--- src/rtl/gfx256_pkg.sv ---
// Shared types, colour-depth codes and lane/replication helpers for the
// gfx256 final pixel stage.
package gfx256_pkg;

  typedef enum logic [2:0] {
    S_IDLE   = 3'd0,
    S_CALC   = 3'd1,
    S_ZREAD  = 3'd2,
    S_ZWRITE = 3'd3,
    S_CWRITE = 3'd4,
    S_ACK    = 3'd5
  } renderer_state_e;

  localparam logic [1:0] CD8  = 2'd0;
  localparam logic [1:0] CD16 = 2'd1;
  localparam logic [1:0] CD32 = 2'd2;

  // Code 3 is reserved and behaves exactly like 32bpp.
  function automatic logic [1:0] fnNormDepth(input logic [1:0] depth);
    return (depth == 2'd3) ? CD32 : depth;
  endfunction

  function automatic logic [255:0] fnReplicateColor(input logic [1:0] depth,
                                                     input logic [31:0] color);
    logic [255:0] data;
    case (depth)
      CD8:     data = {32{color[7:0]}};
      CD16:    data = {16{color[15:0]}};
      default: data = {8{color}};
    endcase
    return data;
  endfunction

  function automatic logic [31:0] fnLaneSel(input logic [1:0] depth,
                                            input logic [4:0] lane);
    logic [31:0] base;
    case (depth)
      CD8:     base = 32'h0000_0001;
      CD16:    base = 32'h0000_0003;
      default: base = 32'h0000_000F;
    endcase
    return base << lane;
  endfunction

endpackage

--- src/rtl/gfx256_pixel_addr.sv ---
// Registered CALC-stage generator: linear pixel index, colour and Z byte
// addresses, and the byte-lane selects for both paths.
module gfx256_pixel_addr #(
  parameter int point_width = 16
) (
  input  logic                   clk_i,
  input  logic                   rst_i,
  input  logic                   calc_i,
  input  logic [31:0]            target_base_i,
  input  logic [point_width-1:0] target_size_x_i,
  input  logic [31:0]            zbuffer_base_i,
  input  logic [1:0]             depth_i,
  input  logic [point_width-1:0] x_i,
  input  logic [point_width-1:0] y_i,
  output logic [31:0]            caddr_o,
  output logic [31:0]            zaddr_o,
  output logic [4:0]             zlane_o,
  output logic [31:0]            csel_o,
  output logic [31:0]            zsel_o
);
  import gfx256_pkg::*;

  logic [31:0] pix;
  logic [31:0] caddr_d, caddr_q;
  logic [31:0] zaddr_d, zaddr_q;
  logic [31:0] csel_d, csel_q;
  logic [31:0] zsel_d, zsel_q;

  // Index arithmetic is deliberately 32-bit and wraps, matching the bus space.
  always_comb begin
    pix     = 32'(y_i) * 32'(target_size_x_i) + 32'(x_i);
    caddr_d = caddr_q;
    zaddr_d = zaddr_q;
    csel_d  = csel_q;
    zsel_d  = zsel_q;
    if (calc_i) begin
      caddr_d = target_base_i + (pix << depth_i);
      zaddr_d = zbuffer_base_i + (pix << 1);
      csel_d  = fnLaneSel(depth_i, caddr_d[4:0]);
      zsel_d  = 32'h0000_0003 << zaddr_d[4:0];
    end
  end

  always_ff @(posedge clk_i or posedge rst_i) begin
    if (rst_i) begin
      caddr_q <= '0;
      zaddr_q <= '0;
      csel_q  <= '0;
      zsel_q  <= '0;
    end else begin
      caddr_q <= caddr_d;
      zaddr_q <= zaddr_d;
      csel_q  <= csel_d;
      zsel_q  <= zsel_d;
    end
  end

  assign caddr_o = {caddr_q[31:5], 5'b00000};
  assign zaddr_o = {zaddr_q[31:5], 5'b00000};
  assign zlane_o = zaddr_q[4:0];
  assign csel_o  = csel_q;
  assign zsel_o  = zsel_q;

endmodule

--- src/rtl/gfx256_renderer.sv ---
// Final pixel stage: optional 16-bit depth test against the Z-buffer, then a
// 256-bit framebuffer write, then a one-cycle acknowledge to the blender.
module gfx256_renderer #(
  parameter int point_width = 16,
  parameter int MDW         = 256
) (
  input  logic                   clk_i,
  input  logic                   rst_i,
  input  logic [31:0]            target_base_i,
  input  logic [point_width-1:0] target_size_x_i,
  input  logic [1:0]             color_depth_i,
  input  logic                   zbuffer_enable_i,
  input  logic [31:0]            zbuffer_base_i,
  input  logic [point_width-1:0] pixel_x_i,
  input  logic [point_width-1:0] pixel_y_i,
  input  logic [point_width-1:0] pixel_z_i,
  input  logic [31:0]            pixel_color_i,
  input  logic                   strip_i,
  input  logic [MDW-1:0]         strip_color_i,
  input  logic                   write_i,
  output logic                   ack_o,
  output logic                   wbm_write_request_o,
  output logic [31:0]            wbm_write_addr_o,
  output logic [31:0]            wbm_write_sel_o,
  output logic [MDW-1:0]         wbm_write_data_o,
  input  logic                   wbm_write_ack_i,
  output logic                   zbuf_read_request_o,
  output logic [31:0]            zbuf_addr_o,
  input  logic [MDW-1:0]         zbuf_data_i,
  input  logic                   zbuf_ack_i
);
  import gfx256_pkg::*;

  renderer_state_e state_d, state_q;

  logic [point_width-1:0] x_d, x_q, y_d, y_q, z_d, z_q;
  logic [31:0]            color_d, color_q;
  logic                   strip_d, strip_q, zen_d, zen_q;
  logic [MDW-1:0]         sdata_d, sdata_q;
  logic [1:0]             depth_d, depth_q;

  logic        load;
  logic [31:0] caddr, zaddr, csel, zsel;
  logic [4:0]  zlane;
  logic [15:0] z_stored;

  gfx256_pixel_addr #(.point_width(point_width)) u_pixel_addr (
    .clk_i           (clk_i),
    .rst_i           (rst_i),
    .calc_i          (state_q == S_CALC),
    .target_base_i   (target_base_i),
    .target_size_x_i (target_size_x_i),
    .zbuffer_base_i  (zbuffer_base_i),
    .depth_i         (depth_q),
    .x_i             (x_q),
    .y_i             (y_q),
    .caddr_o         (caddr),
    .zaddr_o         (zaddr),
    .zlane_o         (zlane),
    .csel_o          (csel),
    .zsel_o          (zsel)
  );

  assign load     = (state_q == S_IDLE) && write_i;
  assign z_stored = zbuf_data_i[{zlane, 3'b000} +: 16];

  // Pixel fields are captured once at accept and held for the whole transaction.
  always_comb begin
    x_d     = load ? pixel_x_i : x_q;
    y_d     = load ? pixel_y_i : y_q;
    z_d     = load ? pixel_z_i : z_q;
    color_d = load ? pixel_color_i : color_q;
    strip_d = load ? strip_i : strip_q;
    sdata_d = load ? strip_color_i : sdata_q;
    depth_d = load ? fnNormDepth(color_depth_i) : depth_q;
    zen_d   = load ? zbuffer_enable_i : zen_q;
  end

  // Equal depth fails: only strictly nearer pixels reach the Z write.
  always_comb begin
    state_d = state_q;
    case (state_q)
      S_IDLE:   if (write_i) state_d = S_CALC;
      S_CALC:   state_d = (strip_q || !zen_q) ? S_CWRITE : S_ZREAD;
      S_ZREAD:  if (zbuf_ack_i)
                  state_d = ($signed(z_q[15:0]) < $signed(z_stored)) ? S_ZWRITE : S_ACK;
      S_ZWRITE: if (wbm_write_ack_i) state_d = S_CWRITE;
      S_CWRITE: if (wbm_write_ack_i) state_d = S_ACK;
      S_ACK:    state_d = S_IDLE;
      default:  state_d = S_IDLE;
    endcase
  end

  always_ff @(posedge clk_i or posedge rst_i) begin
    if (rst_i) begin
      state_q <= S_IDLE;
      x_q     <= '0;
      y_q     <= '0;
      z_q     <= '0;
      color_q <= '0;
      strip_q <= 1'b0;
      sdata_q <= '0;
      depth_q <= CD8;
      zen_q   <= 1'b0;
    end else begin
      state_q <= state_d;
      x_q     <= x_d;
      y_q     <= y_d;
      z_q     <= z_d;
      color_q <= color_d;
      strip_q <= strip_d;
      sdata_q <= sdata_d;
      depth_q <= depth_d;
      zen_q   <= zen_d;
    end
  end

  // Requests decode straight from state so a reset drops them without a clock.
  always_comb begin
    ack_o               = (state_q == S_ACK);
    zbuf_read_request_o = (state_q == S_ZREAD);
    zbuf_addr_o         = zbuf_read_request_o ? zaddr : 32'h0;
    wbm_write_request_o = 1'b0;
    wbm_write_addr_o    = 32'h0;
    wbm_write_sel_o     = 32'h0;
    wbm_write_data_o    = '0;
    case (state_q)
      S_ZWRITE: begin
        wbm_write_request_o = 1'b1;
        wbm_write_addr_o    = zaddr;
        wbm_write_sel_o     = zsel;
        wbm_write_data_o    = {16{z_q[15:0]}};
      end
      S_CWRITE: begin
        wbm_write_request_o = 1'b1;
        wbm_write_addr_o    = caddr;
        wbm_write_sel_o     = strip_q ? 32'hFFFF_FFFF : csel;
        wbm_write_data_o    = strip_q ? sdata_q : fnReplicateColor(depth_q, color_q);
      end
      default: ;
    endcase
  end

endmodule

--- config.mk ---
export PLATFORM = sky130hd
export DESIGN_NAME = gfx256_renderer
export DESIGN_NICKNAME = d
export VERILOG_FILES = /design/src/rtl/gfx256_pkg.sv /design/src/rtl/gfx256_pixel_addr.sv /design/src/rtl/gfx256_renderer.sv
export SDC_FILE = /design/constraint.sdc
export NUM_CORES = 2
export LEC_CHECK = 0
export ABC_AREA = 0
export CORE_AREA = 2 2 409 411
export DETAILED_ROUTE_END_ITERATION = 8
export DIE_AREA = 0 0 411 413
export PLACE_DENSITY_LB_ADDON = 0.1
export SLEW_MARGIN = 30
export SYNTH_ARGS = -nofsm -noshare
export SYNTH_HDL_FRONTEND = slang
export SYNTH_SLANG_ARGS = --single-unit
--- constraint.sdc ---
create_clock -name clk_i -period 29.6 [get_ports clk_i]
set_input_delay 5.92 -clock clk_i [delete_from_list [all_inputs] [get_ports clk_i]]
set_output_delay 5.92 -clock clk_i [all_outputs]
set_load 0.01 [all_outputs]
==> reports/qor.txt <==
Outcome: completed
Die ar.: 170,000 µm²
Max H-tree Level: 3
Drt pass-1 iters: 5
Synth Flop Type: dfrtp_1
Crit start category: primary input
P&R area growth vs syn: 39.1%
Fin util: 0.324
Die X: 411 µm
Hold_buf cts: 0
Gr usage total: 0.238
Fmax: 69.9 MHz
Slowest stage delay, CP: 1.02 ns
Critical Path AT: 14.94 ns
Post-layout min period: 14.32 ns
CTS root buf: clkbuf_16
Endpoint type of the worst setup path: flip-flop
Post-synth top area share: 0.302
Post-DP HPWL: 166,000 µm
Avg Vias per Cell: 4.82
Largest net degree at the start of global routing: 150
Crit Path Max Fanout: 16
RD Place Congestion: 0.898
Slew HR: 0.307
Clk sink count: 466
Iter 0 DRT Violations: 2,223
CP required: 30.23 ns
Ys async rst share: 1.00
Flops & latches, synth: 466
Slowest stage cell, crit path: clkdlybuf4s50_1
Post-Syn Instances: 3,932
Clk buf depth: 3
Post-cts resize count: 0
Core Box Area: 166,000 µm²
Final Setup Violations: 0
Placement Setup Slack: 14.59 ns
Row Count: 150
Final setup TNS: 0 ns
Final wirelength: 208,000 µm
CTS tree: built
Ranking of synthesized cells by area: dfrtp_1 30%, fa_1 11%, mux2_2 10%
Layout cells sized above 1: 0.137
Vias in the first global route: 34.8k
Final Cell Area: 53,800 µm²
HP Class: reg -> reg
Port Buf Inserts: 1,025
Clk slew on worst S/H paths: 0.06 ns
Die Ht: 413 µm
Drt wl/cell: 29.2 µm
Unique masters post-synth: 77
Largest area contributor in the netlist: dfrtp_1
Max Slew Vio Count: 0
GRT overflow: 0
RSZ-0062 raised after global routing: no
Initial Util: 0.233
Setup Buffers After CTS: 0
Max_cap viols: 0
Syn Area/Cell: 9.83 µm²
WS Path Type: in -> reg
Tcrit/Tclk final: 0.484
Initial antenna violation count: 70
Antenna Violating Nets Remaining: 0
Vias: 34.4k
Most common cell on crit path: fa_1
Final Hold Vio Count: 0
Drt drc: 0
Final nets: 5,923
First-pass GRT wire length: 285,000 µm
Clock latency on the worst-skew pair: 0.70 ns
Final worst setup slack: 15.28 ns
Cell Area, Synth: 38,700 µm²
Clk_skew: 0.0416 ns
YS warnings: 0
Least-Margin Pin Slew: 1.03 ns
Seq/Total Area, Yosys: 0.302
Placement-stage cell area: 51,300 µm²
Ports: 1,036
TritonCTS Buffers: 70
Post-synth EDFFs: 0
## synthesized netlist by cell type (all sizes together), types with 3 or more instances
| library cell | instances |
|---|---|
| o21ai | 486 |
| dfrtp | 466 |
| nand2 | 432 |
| mux2 | 353 |
| inv | 316 |
| a21oi | 234 |
| fa | 212 |
| clkbuf | 205 |
| ha | 186 |
| mux2i | 160 |
| nor2b | 150 |
| and2 | 136 |
| mux4 | 108 |
| nor2 | 71 |
| buf | 55 |
| xnor2 | 52 |
| a21o | 44 |
| a22o | 42 |
| xor2 | 34 |
| nand3 | 26 |
| nand2b | 18 |
| o211ai | 18 |
| a211oi | 17 |
| o21bai | 17 |
| nor3 | 15 |
| nand4 | 10 |
| o21a | 7 |
| and3 | 6 |
| a31oi | 5 |
| o31ai | 5 |
| a211o | 3 |
| a221oi | 3 |
| a41oi | 3 |
| and4 | 3 |
| nor4b | 3 |
| or3 | 3 |
## sequential cells by signal, indices dropped and copies added, names as in the netlist, 27 cells and up
register,cells
color_q,32
u_pixel_addr.caddr_q,27
u_pixel_addr.zsel_o,32
sdata_q,256
u_pixel_addr.zaddr_q,32
u_pixel_addr.csel_o,32
## worst max-delay path, delay by kind of cell
kind                       cells  cell delay [ns]
xor gates and xnor gates       2             0.63
and+or+nand+nor                6             1.09
muxes                          1             0.13
adders and majority gates      8             3.79
buffers and inverters          4             1.17
AOI/OAI and AO/OA             13             2.21
## metal layers
layer  routed length, µm  track usage  share of wire  up-vias
li1                    -            -              -    15400
met4                4780       0.0580          0.023       30
met1               90200        0.309           0.43    17700
met2               99900        0.404           0.48     1062
met3               13000       0.0500          0.062      215
met5                 193            0        0.00093        -
## worst paths after layout
check	from	endpoint	slack [ns]	cells past startpoint
max in group asynchronous	rst_i	sdata_q[52]	22.40	4
min reg2reg	u_pixel_addr.csel_o[21]	u_pixel_addr.csel_o[21]	0.47	2
min	u_pixel_addr.csel_o[21]	u_pixel_addr.csel_o[21]	0.47	2
max	target_size_x_i[1]	u_pixel_addr.caddr_q[31]	15.28	34
min in group asynchronous	rst_i	z_q[10]	5.70	2
max reg2reg	y_q[7]	u_pixel_addr.caddr_q[31]	20.58	35
## stage by stage
step                hold slack (ns)  cells
floorplan                     0.445   3941
global placement              0.456   6972
detailed placement            0.465   6973
CTS                           0.477   7096
global route                  0.496   7107
finish                        0.472   7128
## area by class of cell
class,instances,area (µm²)
multi-input combinational,2899,24900
antenna,29,72.6
fill,17400,112000
timing repair buffer,1091,10900
tap,2204,2760
inverter,316,1190
clock inverter,16,293
sequential,466,11700
clock buffer,107,2050
## cells by family after synthesis
kind of cell	Yosys count	share of synthesized area
compound gates	902	0.134
simple gates	881	0.110
other cells	1	0.0000970
xor+xnor	87	0.0203
buf+inv	576	0.0578
mux	621	0.207
fa+ha+maj	398	0.170
flops	466	0.302
## cell usage in the layout, fill, tap and decap left out, types with 5 or more instances in the layout
cell,instances
nand4_1,10
nand3_1,26
o21ai_0,438
nor2_1,66
clkbuf_1,22
a21o_1,44
buf_6,5
a22o_1,42
clkdlybuf4s50_1,1025
diode_2,29
o21ai_2,5
a31oi_1,5
nand2b_1,18
clkbuf_16,71
o21a_1,6
nor2b_1,150
ha_1,186
xnor2_1,51
buf_12,6
buf_4,53
o211ai_1,16
mux2i_1,159
o21bai_1,17
fa_1,212
conb_1,10
nand2_1,430
clkbuf_8,14
xor2_1,34
a211oi_1,15
dfrtp_4,5
nor3_1,14
and3_1,6
and2_1,135
dfrtp_1,460
mux2_2,353
mux4_2,108
a21oi_1,231
o21ai_1,42
inv_1,314
Power is not shown: default switching activity piles up to over one toggle a cycle in this logic, so the estimate is an artifact.
